--- src/rtl/mem_loader.sv ---
// mem_loader
//   Fills the sample memory scanned by the max-finder datapath. Samples arrive
//   on a valid/ready stream and are written to addresses 0..LASTADDR in order;
//   done is raised once the last address is written and acts as the
//   max-finder's go. The read port is combinational so the max-finder can
//   sample din in the same cycle it presents addr.
//
// Ports
//   clk_i       rising-edge clock
//   reset_i     asynchronous, active-high reset
//   start_i     begin/restart a load at address 0 (pulse or level)
//   in_valid_i  in_data_i holds a sample
//   in_data_i   sample to store
//   in_ready_o  a sample is accepted this cycle when in_valid_i is high
//   wr_addr_o   address the next accepted sample is written to
//   loading_o   high while loading
//   done_o      memory full; held until next start or reset
//   rd_addr_i   read address (max-finder addr)
//   rd_data_o   mem[rd_addr_i] (max-finder din)
module mem_loader #(
  parameter int unsigned DATA_W   = 4,
  parameter int unsigned ADDR_W   = 4,
  parameter int unsigned LASTADDR = 15
) (
  input  logic              clk_i,
  input  logic              reset_i,
  input  logic              start_i,
  input  logic              in_valid_i,
  input  logic [DATA_W-1:0] in_data_i,
  output logic              in_ready_o,
  output logic [ADDR_W-1:0] wr_addr_o,
  output logic              loading_o,
  output logic              done_o,
  input  logic [ADDR_W-1:0] rd_addr_i,
  output logic [DATA_W-1:0] rd_data_o
);

  localparam int unsigned        DEPTH  = LASTADDR + 1;
  localparam logic [ADDR_W-1:0]  LAST_A = ADDR_W'(LASTADDR);

  typedef enum logic [1:0] {
    S_IDLE = 2'd0,
    S_LOAD = 2'd1,
    S_FULL = 2'd2
  } state_e;

  state_e              state_q, state_d;
  logic [ADDR_W-1:0]   wr_addr_q, wr_addr_d;
  logic                done_q, done_d;
  logic                xfer;
  logic [DATA_W-1:0]   mem_q [DEPTH];

  // ---------------------------------------------------------------------------
  // State register
  // ---------------------------------------------------------------------------
  always_ff @(posedge clk_i or posedge reset_i) begin
    if (reset_i) begin
      state_q   <= S_IDLE;
      wr_addr_q <= '0;
      done_q    <= 1'b0;
    end else begin
      state_q   <= state_d;
      wr_addr_q <= wr_addr_d;
      done_q    <= done_d;
    end
  end

  // ---------------------------------------------------------------------------
  // Next-state logic. start always wins: it rewinds to address 0 from any
  // state, and because in_ready is low during start no sample is lost.
  // ---------------------------------------------------------------------------
  always_comb begin
    state_d   = state_q;
    wr_addr_d = wr_addr_q;
    done_d    = done_q;
    unique case (state_q)
      S_IDLE: begin
        if (start_i) begin
          state_d   = S_LOAD;
          wr_addr_d = '0;
        end
      end
      S_LOAD: begin
        if (start_i) begin
          wr_addr_d = '0;
        end else if (xfer) begin
          // The LASTADDR compare terminates the load; the address never wraps
          // into a second write pass.
          if (wr_addr_q == LAST_A) begin
            state_d   = S_FULL;
            done_d    = 1'b1;
            wr_addr_d = '0;
          end else begin
            wr_addr_d = wr_addr_q + ADDR_W'(1);
          end
        end
      end
      S_FULL: begin
        if (start_i) begin
          state_d   = S_LOAD;
          done_d    = 1'b0;
          wr_addr_d = '0;
        end
      end
      default: begin
        state_d   = S_IDLE;
        wr_addr_d = '0;
        done_d    = 1'b0;
      end
    endcase
  end

  // ---------------------------------------------------------------------------
  // Outputs
  // ---------------------------------------------------------------------------
  always_comb begin
    loading_o  = (state_q == S_LOAD);
    in_ready_o = (state_q == S_LOAD) && !start_i;
    done_o     = done_q;
    wr_addr_o  = wr_addr_q;
  end

  assign xfer = in_valid_i && in_ready_o;

  // ---------------------------------------------------------------------------
  // Sample memory: one register per entry, cleared by reset so a fresh
  // max-finder scan after reset sees all zeros.
  // ---------------------------------------------------------------------------
  for (genvar g = 0; g < DEPTH; g++) begin : g_ent
    logic we;
    assign we = xfer && (wr_addr_q == ADDR_W'(g));
    always_ff @(posedge clk_i or posedge reset_i) begin
      if (reset_i)  mem_q[g] <= '0;
      else if (we)  mem_q[g] <= in_data_i;
    end
  end

  // Asynchronous read, no write bypass: a same-cycle write to rd_addr shows
  // up only after the edge. Addresses beyond the memory read as zero.
  always_comb begin
    rd_data_o = '0;
    if (int'(rd_addr_i) < int'(DEPTH)) rd_data_o = mem_q[rd_addr_i];
  end

endmodule

--- config.mk ---
export PLATFORM = sky130hd
export DESIGN_NAME = mem_loader
export DESIGN_NICKNAME = d
export VERILOG_FILES = /design/src/rtl/mem_loader.sv
export SDC_FILE = /design/constraint.sdc
export NUM_CORES = 1
export LEC_CHECK = 0
export BUFFER_PORTS_ARGS = -buffer_cell sky130_fd_sc_hd__buf_2
export CAP_MARGIN = 20
export CORE_MARGIN = 3
export CORE_UTILIZATION = 54
export DETAILED_ROUTE_END_ITERATION = 8
export PLACE_DENSITY = 0.8
export SLEW_MARGIN = 5
export SYNTH_ARGS = -nofsm -noshare
export SYNTH_HDL_FRONTEND = slang
export SYNTH_SLANG_ARGS = --single-unit
--- constraint.sdc ---
create_clock -name clk_i -period 2.5 [get_ports clk_i]
set_input_delay 0 -clock clk_i [delete_from_list [all_inputs] [get_ports clk_i]]
set_output_delay 0 -clock clk_i [all_outputs]
set_load 0.05 [all_outputs]
==> results.md, run 1 <==
## Run status
* run status: finished clean

## Synth
* most common flop cell mapped by yosys: dfrtp_1
* mean post-synth cell area: 14.91 um2
* Post-Synthesis Cell Area: 3608 um2
* number of flops mapped to enable cells by yosys: 0
* post-synthesis instance total: 242
* count of distinct cell types in the synthesized netlist: 32
* async set or reset register ratio after synthesis: 1.000
* sequential cell area fraction in the yosys report: 0.4924
* Post-Syn Nets: 258
* yosys synthesis warning count: 0
* number of synthesized register bits: 71

## Worst setup path
* setup slack of the worst register-to-register path: 450 ps
* source of the critical timing path: state_q[1]$_DFFE_PP0P_
* terminus of the critical flop-to-flop path: mem_q[17]$_DFFE_PP0P_
* worst-case reg-to-reg path depth: 4
* Critical Path AT: 2280 ps
* required time of the worst setup path: 2730 ps
* kind of critical path: flip-flop to flip-flop
* source of the worst register-to-register timing path: state_q[1]$_DFFE_PP0P_
* Critical Path Sink Type: flip-flop
* maximum fanout along the worst path: 13
* launching element type of the critical path: flip-flop

## Clocking
* post_cts resized: 0
* CTS tree: built
* CTS H-Tree Depth: 3
* Inserted Clock Buffers: 9
* sinks on the clock net: 71
* later-pin clock latency in the skew report: 350 ps
* clk root buf: clkbuf_8
* Reg clk slew, reported paths: 70 ps
* worst-case clock buffer depth: 2

## Pwr
* Logic pwr share: 0.118
* Internal Power: 2.012 mW
* IR Drop Worst-Case VDD: 388.0 uV
* Clock Power Share: 0.397
* sequential group share of total power: 0.485
* switching power: 0.6198 mW
* power density normalized to cell area: 660.6 nW/um2
* Leak Pwr: 1.954 nW
* net switching share of the total power: 0.2355

## Routing
* remaining number of nets flagged by the antenna check after routing: 0
* Wirelength per Cell: 20.08 um
* first-pass iteration count of the detailed router: 4
* final WL: 6.949 mm
* Remaining DRCs: 0
* routed vias/inst: 6.066
* via total after detailed routing: 2,099
* DRC marker count from the first detailed-route iteration: 100

## GRT
* number of antenna violations at the first check in global routing: 0
* largest net degree at the start of global routing: 72
* number of global-route vias before repair: 2,191
* total congestion overflow after global routing: 0
* wire length of the first global-routing pass: 11.52 mm
* overall global routing resource usage: 0.2030

## Timing
* period utilization: 0.8199
* total count of max-transition violations in the final report: 0
* maximum clock skew at final layout: 9.240 ps
* normalized max-slew margin: 0.4107
* total negative slack: 0 ps
* maximum operating frequency: 0.4879 GHz
* number of setup violations in the final report: 0
* RSZ-0062 raised after global routing: no
* time the final worst path needs with I/O delays and setup: 2050 ps
* total count of hold-check failures in the final report: 0
* worst-margin pin slew: 884.0 ps

## Floorplanning
* area of the placeable core: 6422 um2
* area enclosed by the die boundary: 7699 um2
* number of standard-cell rows in the floorplan: 29
* Initial Utilization: 0.5619
* number of I/O pins: 23
* horizontal extent of the die: 87.75 um
* chip height: 87.75 um

## Finish
* number of antenna cells inserted: 0
* Register Area: 1777 um2
* filler cell count in the final layout: 476
* area growth from synthesis to final layout: 10.40%
* proportion of layout cells with a drive suffix above 1: 0.4758
* Multi-input gate area: 1717 um2
* final layout net count: 281
* post-route core utilization: 0.6203

## Place
* final weighted congestion in routability-driven placement: 0.8492
* Detailed Place HPWL: 4.862 mm
* input/output buffers: 22

## Min path
* start point of the worst hold path: in_valid_i
* number of instances on the worst hold path: 4
* min-delay worst type: input pin to flip-flop
* hold-critical path endpoint: wr_addr_o[0]$_DFFE_PP0P_

## Job
* MaxCap Viol Count: 0

==> layer usage <==
| metal | wire length, um | track usage | vias up |
|---|---|---|---|
| met4 | 154 | 0.07671 | 0 |
| met5 | 0 | 0 | - |
| met2 | 3388 | 0.3274 | 44 |
| met1 | 3169 | 0.2678 | 1084 |
| li1 | - | - | 955 |
| met3 | 236 | 0.04798 | 16 |
==> registers in the layout, summed over array words and instances (netlist names) <==
name / count
mem_q: 64
state_q: 2
done_o: 1
wr_addr_o: 4
==> worst max-delay path: stages, from the launching register on <==
cell	delay (ps)
dfrtp_1	460
and4bb_1	700
buf_4	310
nand3_4	130
mux2_4	330
==> how the worst max path moves through the flow <==
| stage | to | depth (start not counted) |
|---|---|---|
| final | mem_q[17]$_DFFE_PP0P_ | 4 |
| after global routing | mem_q[8]$_DFFE_PP0P_ | 3 |
| after CTS | mem_q[8]$_DFFE_PP0P_ | 3 |
| after detailed placement | mem_q[17]$_DFFE_PP0P_ | 4 |
| after global placement | mem_q[16]$_DFFE_PP0P_ | 4 |
| after floorplan | wr_addr_o[3]$_DFFE_PP0P_ | 4 |
==> power groups by stage <==
stage          combinational, mW  sequential [mW]  clock [mW]
2_1_floorplan              0.239             1.29           0
3_3_place_gp               0.300             1.29           0
3_5_place_dp               0.310             1.30           0
4_1_cts                    0.314             1.28        1.07
5_1_grt                    0.334             1.29        1.12
6_report                   0.310             1.28        1.05
==> logic make-up (layout without fill, tap and decap cells) <==
| group | after synthesis | count (layout) | synth area share |
|---|---|---|---|
| AOI/OAI and AO/OA | 15 | 15 | 0.02982 |
| adders and majority gates | 4 | 4 | 0.01387 |
| buffers and inverters | 19 | 46 | 0.03190 |
| DFF | 71 | 71 | 0.4924 |
| muxes | 80 | 80 | 0.3287 |
| and+or+nand+nor | 53 | 53 | 0.1033 |
==> cell type report <==
type / instances / area share
inverter: 5 / 0.004711
clock inverter: 3 / 0.01633
multi-input combinational: 152 / 0.4309
sequential: 71 / 0.4460
timing repair buffer: 26 / 0.03643
tap: 77 / 0.02418
clock buffer: 12 / 0.04146
==> layout by cell type (no fill, tap or decap), types with 2 or more instances in the layout <==
cell	count
dfrtp_1	71
mux2_2	36
mux2_4	28
buf_2	22
nand3_1	19
mux4_2	16
clkbuf_8	12
nand2_1	11
nand3_4	7
inv_1	4
a22oi_1	4
ha_1	4
nor2_1	3
nand4_1	3
and2b_1	2
o21ai_0	2
nor3b_1	2
a21o_1	2
nor2b_1	2
a21oi_1	2
bufinv_16	2
dlygate4sd3_1	2
buf_4	2
==> timing repair <==
item	in CTS	in global routing
hold buffers	2	0
hold endpoints to repair	74	0
buffers inserted	0	0
endpoints found under the setup margin	0	0
==> through the flow <==
step	setup slack, ps	cells	power [mW]	hold slack [ps]	instance area, um2
after CTS	450.8	346	2.655	44.38	3984
after global placement	548.6	329	1.592	244.2	3734
after global routing	322.5	346	2.735	101.1	3984
after floorplan	336.4	242	1.529	63.14	3608
after detailed placement	481.8	329	1.607	250.2	3734
final	450.2	346	2.632	58.64	3984
==> cell usage after synthesis (all sizes together) (3+ instances only) <==
| cell type | n | area (um2) |
|---|---|---|
| mux2 | 64 | 825.8 |
| nand2 | 11 | 41.29 |
| buf | 9 | 77.57 |
| inv | 5 | 18.77 |
| dfrtp | 71 | 1777 |
| ha | 4 | 50.05 |
| nor2 | 3 | 11.26 |
| a22oi | 4 | 30.03 |
| mux4 | 16 | 360.4 |
| clkbuf | 5 | 18.77 |
| nand3 | 26 | 217.7 |
| nand4 | 4 | 31.28 |
Power figures use the tool's default switching activity.
==> run 2: changes to the inputs <==
- ABC_AREA: not set -> 1
- clock period: 2.5 -> 2 ns (I/O delays scaled with it)
==> run 2 against run 1 <==
  * Non-clock buffer count up 2
  * Largest cell class unchanged
  * Routed wire length up 30%
  * Critical endpoint is now mem_q[0]$_DFFE_PP0P_
  * Critical path depth up 2
==> results.md, run 2 <==
## Routing
* metal1 wirelength: 3.941 mm, +24%
* first-pass iteration count of the detailed router: 4, unchanged
* final WL: 9.019 mm, +30%
* length of routed met3 wiring: 550 um, +130%
* routed wl met2: 4.306 mm, +27%
* DRC marker count from the first detailed-route iteration: 333, +230%
* remaining number of nets flagged by the antenna check after routing: 0, unchanged
* Wirelength per Cell: 13.62 um, -32%
* routed vias/inst: 5.233, -14%
* Remaining DRCs: 0, unchanged
* top layer reached by signal wires: met4
* via total after detailed routing: 3,464, +65%

## GRT
* total congestion overflow after global routing: 0, unchanged
* overall global routing resource usage: 0.2343, +0.03134
* largest net degree at the start of global routing: 72, unchanged
* number of global-route vias before repair: 3,377, +54%
* wire length of the first global-routing pass: 15.43 mm, +34%
* number of antenna violations at the first check in global routing: 0, unchanged

## Synth
* area fraction of the dominant cell type after synthesis: 0.4618, -0.03058
* async set or reset register ratio after synthesis: 1.000, unchanged
* number of synthesized register bits: 71, unchanged
* Post-Synthesis Cell Area: 3847 um2, +6.6%
* most common flop cell mapped by yosys: dfrtp_1
* yosys synthesis warning count: 0, unchanged
* sequential cell area fraction in the yosys report: 0.4618, -0.03058
* count of distinct cell types in the synthesized netlist: 19, -41%
* number of flops mapped to enable cells by yosys: 0, unchanged
* Post-Syn Nets: 566, +120%
* most used standard cells in the synthesized netlist: nand2_1, nand3_1, dfrtp_1
* most common cell in the synthesized netlist: nand2_1
* leading post-synthesis cells by cell area: dfrtp_1, nand2_1, nand3_1
* mean post-synth cell area: 6.995 um2, -53%
* post-synthesis instance total: 550, +130%
* top cell type by total area after synthesis: dfrtp_1

## Worst setup path
* CP max stage cell: dfrtp_1
* Critical Path Sink Type: flip-flop
* maximum fanout along the worst path: 11, -2
* Critical Path AT: 1850 ps, -430 ps
* kind of critical path: flip-flop to flip-flop
* CP delay by family, top: simple AND/OR/NAND/NOR gates
* number of buffer and inverter instances along the worst setup path: 1, unchanged
* required time of the worst setup path: 2220 ps, -510 ps
* highest cell delay on the worst timing path: 430 ps, -270 ps
* launching element type of the critical path: flip-flop
* most used cell, CP: nor2_1
* worst path cell trace: ha_1, inv_1, nor2_1, nand3_1, nor2_1, a21oi_1

## Place
* Detailed Place HPWL: 5.976 mm, +23%
* DP Area: 3976 um2, +6.5%
* final weighted congestion in routability-driven placement: 0.8648, +1.8%
* input/output buffers: 22, unchanged

## Clocking
* later-pin clock latency in the skew report: 350 ps, about the same
* CTS H-Tree Depth: 3, unchanged
* sinks on the clock net: 71, unchanged
* Reg clk slew, reported paths: 70 ps, about the same
* CTS tree: built
* Inserted Clock Buffers: 9, unchanged
* clk root buf: clkbuf_8
* worst-case clock buffer depth: 2, unchanged

## Floorplanning
* area enclosed by the die boundary: 8174 um2, +6.2%
* chip height: 90.41 um, +3.0%
* number of standard-cell rows in the floorplan: 30, +3.4%
* number of I/O pins: 23, unchanged
* area of the placeable core: 6869 um2, +7.0%
* Initial Utilization: 0.5601, -0.001745
* horizontal extent of the die: 90.41 um, +3.0%

## Finish
* proportion of layout cells with a drive suffix above 1: 0.09364, -0.3822
* final layout net count: 577, +110%
* number of flip-flops in the largest register: 64, unchanged
* number of antenna cells inserted: 0, unchanged
* post-layout instance area: 4224 um2, +6.0%
* largest reg by FF count: mem_q
* most frequent cells in the layout: nand2_1, nand3_1, dfrtp_1, inv_1, buf_2
* area growth from synthesis to final layout: 9.789%
* leading cell type in the layout, fill and taps excluded: nand2_1

## Timing
* maximum clock skew at final layout: 8.364 ps, -0.8768 ps
* normalized max-slew margin: 0.6000, +0.1893
* worst-margin pin slew: 595.4 ps, -288.6 ps
* time the final worst path needs with I/O delays and setup: 1633 ps, -416.4 ps
* period utilization: 0.8167, -0.003211
* maximum operating frequency: 0.6122 GHz, +25%
* total count of hold-check failures in the final report: 0, unchanged
* number of setup violations in the final report: 0, unchanged
* total negative slack: 0 ps, unchanged
* RSZ-0062 raised after global routing: no
* total count of max-transition violations in the final report: 0, unchanged

## Run status
* run status: finished clean

## Pwr
* Leak Pwr: 2.332 nW, +19%
* total design power: 3.520 mW, +34%
* IR Drop Worst-Case VDD: 480.3 uV, +24%
* power density normalized to cell area: 833.2 nW/um2, +26%

## Min path
* min-delay worst type: input pin to flip-flop

## Job
* MaxCap Viol Count: 0, unchanged

run 2: kinds of logic after synthesis:
kind of cell             Yosys count  synth area share
AO/OA/AOI/OAI                     12           0.01626
flip-flops                        71            0.4618
buffers and inverters             96            0.1037
XOR/XNOR                           1          0.002277
AND/OR/NAND/NOR                  366            0.4029
adder cells (fa/ha/maj)            4           0.01301
run 2: timing repair:
item | in CTS | in global routing
endpoints found under the setup margin | 0 | 0
hold endpoints to repair | 72 | 0
setup buffers | 0 | 0
hold buffers | 2 | 0
resized for setup | 0 | 0
run 2: path summary, 6_finish.rpt:
kind	start	endpoint	slack (ps)	depth (start not counted)
max	wr_addr_o[0]$_DFFE_PP0P_	mem_q[0]$_DFFE_PP0P_	370	6
min	start_i	wr_addr_o[1]$_DFFE_PP0P_	20	4
max reg2reg	wr_addr_o[0]$_DFFE_PP0P_	mem_q[0]$_DFFE_PP0P_	370	6
min reg2reg	mem_q[5]$_DFFE_PP0P_	mem_q[5]$_DFFE_PP0P_	470	2
max in group asynchronous	reset_i	mem_q[34]$_DFFE_PP0P_	1410	4
min in group asynchronous	reset_i	mem_q[11]$_DFFE_PP0P_	280	4
run 2: metal layers:
| layer | up-vias | track usage |
|---|---|---|
| li1 | 1702 | - |
| met2 | 97 | 0.3783 |
| met3 | 21 | 0.02917 |
| met1 | 1644 | 0.3190 |
| met4 | 0 | 0.1008 |
| met5 | - | 0 |
run 2: layout make-up:
type	count	area, um2
clock buffer	14	192.7
clock inverter	2	35.03
fill	624	2645
inverter	68	255.2
multi-input combinational	383	1672
sequential	71	1777
tap	96	120.1
timing repair buffer	28	172.7
run 2: where the power goes:
group          leakage [nW]  switching, mW  total (mW)  internal, mW
Combinational          1.28          0.389       0.565         0.176
Clock                 0.119          0.532        1.28         0.745
Sequential            0.934         0.0907        1.68          1.59
run 2: worst register-to-register path, cell delays in order, from the launching register on:
cell     delay [ps]
dfrtp_1         430
ha_1            200
inv_1           100
nor2_1          170
nand3_1         320
nor2_1          220
a21oi_1          60
run 2: metrics by stage:
stage / setup slack, ps / hold slack [ps] / std cells / utilization
after CTS: 382.2 / 12.08 / 662 / 0.6149
after global routing: 189.0 / 43.36 / 662 / 0.6149
after detailed placement: 390.7 / 114.4 / 644 / 0.5789
final: 366.6 / 16.13 / 662 / 0.6149
after global placement: 438.6 / 102.7 / 644 / 0.5789
after floorplan: 203.4 / 69.88 / 550 / -
==> run 3: changes to the inputs <==
- clock period: 2 -> 1.7 ns (I/O delays scaled with it)
==> run 3 against run 2 <==
  * Power increased by 18%
  * Routed wire length grew 1.5%
  * Maximum frequency up 3.8%
  * Non-clock buffer count increased by 8
  * Combinational power rose by 22%
  * Final cell count rose by 1.2%
  * Clock skew about the same
  * Critical endpoint is now mem_q[46]$_DFFE_PP0P_
  * Sequential share of layout area is 0.74 points lower
  * Hold slack better by 3.9 ps
==> results.md, run 3 (same netlist as run 2, synthesis figures left out) <==
## Timing
* maximum clock skew at final layout: 8.458 ps, +0.09482 ps
* total negative slack: 0 ps, unchanged
* RSZ-0062 raised after global routing: no
* period utilization: 0.9255, +0.1088
* worst setup slack after layout: 126.6 ps, -239.9 ps
* number of setup violations in the final report: 0, unchanged
* total count of hold-check failures in the final report: 0, unchanged
* time the final worst path needs with I/O delays and setup: 1573 ps, -60.05 ps
* maximum operating frequency: 0.6356 GHz, +3.8%
* normalized max-slew margin: 0.5800, -0.01999
* worst-margin pin slew: 625.2 ps, +29.75 ps
* total count of max-transition violations in the final report: 0, unchanged

## GRT
* wire length of the first global-routing pass: 15.76 mm, +2.1%
* overall global routing resource usage: 0.2384, +0.004057
* total congestion overflow after global routing: 0, unchanged
* largest net degree at the start of global routing: 72, unchanged
* number of antenna violations at the first check in global routing: 0, unchanged
* number of global-route vias before repair: 3,358, -0.56%

## Worst setup path
* kind of critical path: flip-flop to flip-flop
* maximum fanout along the worst path: 6, -5
* Critical Path Sink Type: flip-flop
* terminus of the critical flop-to-flop path: mem_q[46]$_DFFE_PP0P_
* source of the critical timing path: wr_addr_o[0]$_DFFE_PP0P_
* endpoint of the worst setup timing path: mem_q[46]$_DFFE_PP0P_
* worst-case reg-to-reg path depth: 6, unchanged
* number of buffer and inverter instances along the worst setup path: 2, +1
* launching element type of the critical path: flip-flop
* highest cell delay on the worst timing path: 540 ps, +110 ps
* setup slack of the worst register-to-register path: 130 ps, -240 ps
* source of the worst register-to-register timing path: wr_addr_o[0]$_DFFE_PP0P_
* number of cells on the critical path: 6, unchanged
* worst path cell trace: inv_1, ha_1, inv_1, nor3_1, nand2_1, nand2_1
* CP delay by family, top: simple AND/OR/NAND/NOR gates
* CP max stage cell: nor3_1
* required time of the worst setup path: 1990 ps, -230 ps
* Critical Path AT: 1870 ps, +20 ps

## Job
* MaxCap Viol Count: 0, unchanged

## Pwr
* total design power: 4.153 mW, +18%
* Logic pwr share: 0.165, +0.004
* IR Drop Worst-Case VDD: 499.6 uV, +4.0%
* sequential group share of total power: 0.477, about the same
* Leak Pwr: 2.362 nW, +1.3%
* switching power: 1.241 mW, +23%
* Clock Power Share: 0.358, -0.005
* Internal Power: 2.912 mW, +16%
* net switching share of the total power: 0.2989, +0.01143
* power density normalized to cell area: 964.6 nW/um2, +16%

## Routing
* remaining number of nets flagged by the antenna check after routing: 0, unchanged
* via total after detailed routing: 3,571, +3.1%
* metal1 wirelength: 4.069 mm, +3.2%
* length of routed met3 wiring: 656 um, +19%
* routed wl met2: 4.158 mm, -3.4%
* final WL: 9.153 mm, +1.5%
* Remaining DRCs: 0, unchanged
* top layer reached by signal wires: met4
* first-pass iteration count of the detailed router: 5, +1
* Wirelength per Cell: 13.66 um, +0.27%
* DRC marker count from the first detailed-route iteration: 372, +12%
* routed vias/inst: 5.330, +1.9%

## Finish
* largest reg by FF count: mem_q
* Final Non-Filler Cells: 670, +1.2%
* most frequent cells in the layout: nand2_1, nand3_1, dfrtp_1, inv_1, buf_2
* final layout net count: 585, +1.4%
* number of antenna cells inserted: 0, unchanged
* Multi-input gate area: 1677 um2, +0.30%
* post-layout instance area: 4305 um2, +1.9%
* proportion of layout cells with a drive suffix above 1: 0.1098, +0.01612
* number of flip-flops in the largest register: 64, unchanged
* leading cell type in the layout, fill and taps excluded: nand2_1
* area growth from synthesis to final layout: 11.90%
* filler cell count in the final layout: 617, -1.1%
* Register Area: 1779 um2, +0.14%

## Place
* Detailed Place HPWL: 6.249 mm, +4.6%
* final weighted congestion in routability-driven placement: 0.9387, +8.5%
* DP Area: 4038 um2, +1.5%
* worst-case setup slack after placement: 134.3 ps, -256.4 ps
* placed cell count: 648, +0.62%
* input/output buffers: 22, unchanged

## Clocking
* sinks on the clock net: 71, unchanged
* CTS tree: built
* CTS H-Tree Depth: 3, unchanged
* clk root buf: clkbuf_8
* Reg clk slew, reported paths: 80 ps, about the same
* worst-case clock buffer depth: 2, unchanged
* later-pin clock latency in the skew report: 350 ps, about the same
* Inserted Clock Buffers: 9, unchanged

## Floorplanning
* Initial Utilization: 0.5601, unchanged
* area of the placeable core: 6869 um2, unchanged
* number of standard-cell rows in the floorplan: 30, unchanged
* area enclosed by the die boundary: 8174 um2, unchanged
* horizontal extent of the die: 90.41 um, unchanged
* chip height: 90.41 um, unchanged
* number of I/O pins: 23, unchanged

## Run status
* run status: finished clean

## Min path
* min-delay worst type: input pin to flip-flop

==> run 3: cell types whose count changed in the layout (fill, tap and decap cells not counted), sizes merged <==
| cell | delta |
|---|---|
| clkinv | +1 |
| inv | -1 |
| clkinvlp | +3 |
| buf | +8 |
| clkbuf | -4 |
| bufinv | +1 |
==> run 3: routing by layer <==
metal / vias to the layer above / global-route usage
li1: 1720 / -
met1: 1676 / 0.3377
met2: 144 / 0.3634
met3: 31 / 0.04083
met4: 0 / 0.09949
met5: - / 0
==> run 3: timing repair <==
action	in CTS	in global routing
hold buffers	2	0
resized for setup	0	1
hold endpoints to repair	72	0
endpoints found under the setup margin	0	15
buffers inserted	0	4
==> run 3: power groups by stage <==
stage                     Sequential, mW  Combinational [mW]  Clock (mW)
after floorplan                     2.00               0.497           0
after global placement              2.00               0.653           0
after detailed placement            2.01               0.667           0
after CTS                           1.98               0.675        1.50
after global routing                2.00               0.784        1.56
final                               1.98               0.687        1.49
==> run 3: area by class of cell <==
class,count,share of cell area
Sequential cell,71,0.4133
Multi-Input combinational cell,383,0.3894
Inverter,68,0.06016
Timing Repair Buffer,36,0.05987
Clock buffer,10,0.02964
Tap cell,96,0.02790
Clock inverter,6,0.01976
==> run 3: tightest hold or removal path: cells and delay by family <==
family,cells,cell delay (ps)
compound gates,1,90
buf+inv,1,120
simple gates,2,110
==> run 3: how the worst min path moves through the flow <==
stage | from | to | cells past startpoint
after global placement | reset_i | wr_addr_o[3]$_DFFE_PP0P_ | 3
after CTS | start_i | wr_addr_o[1]$_DFFE_PP0P_ | 4
after global routing | start_i | wr_addr_o[1]$_DFFE_PP0P_ | 4
after detailed placement | reset_i | wr_addr_o[3]$_DFFE_PP0P_ | 3
final | start_i | wr_addr_o[1]$_DFFE_PP0P_ | 4
after floorplan | start_i | in_ready_o | 1
==> run 3: stage by stage <==
step | utilization | hold WS (ps)
finish | 0.6268 | 20.04
global route | 0.6268 | 67.89
CTS | 0.6217 | 13.60
detailed placement | 0.5878 | 130.4
global placement | 0.5878 | 126.2
floorplan | - | 69.88
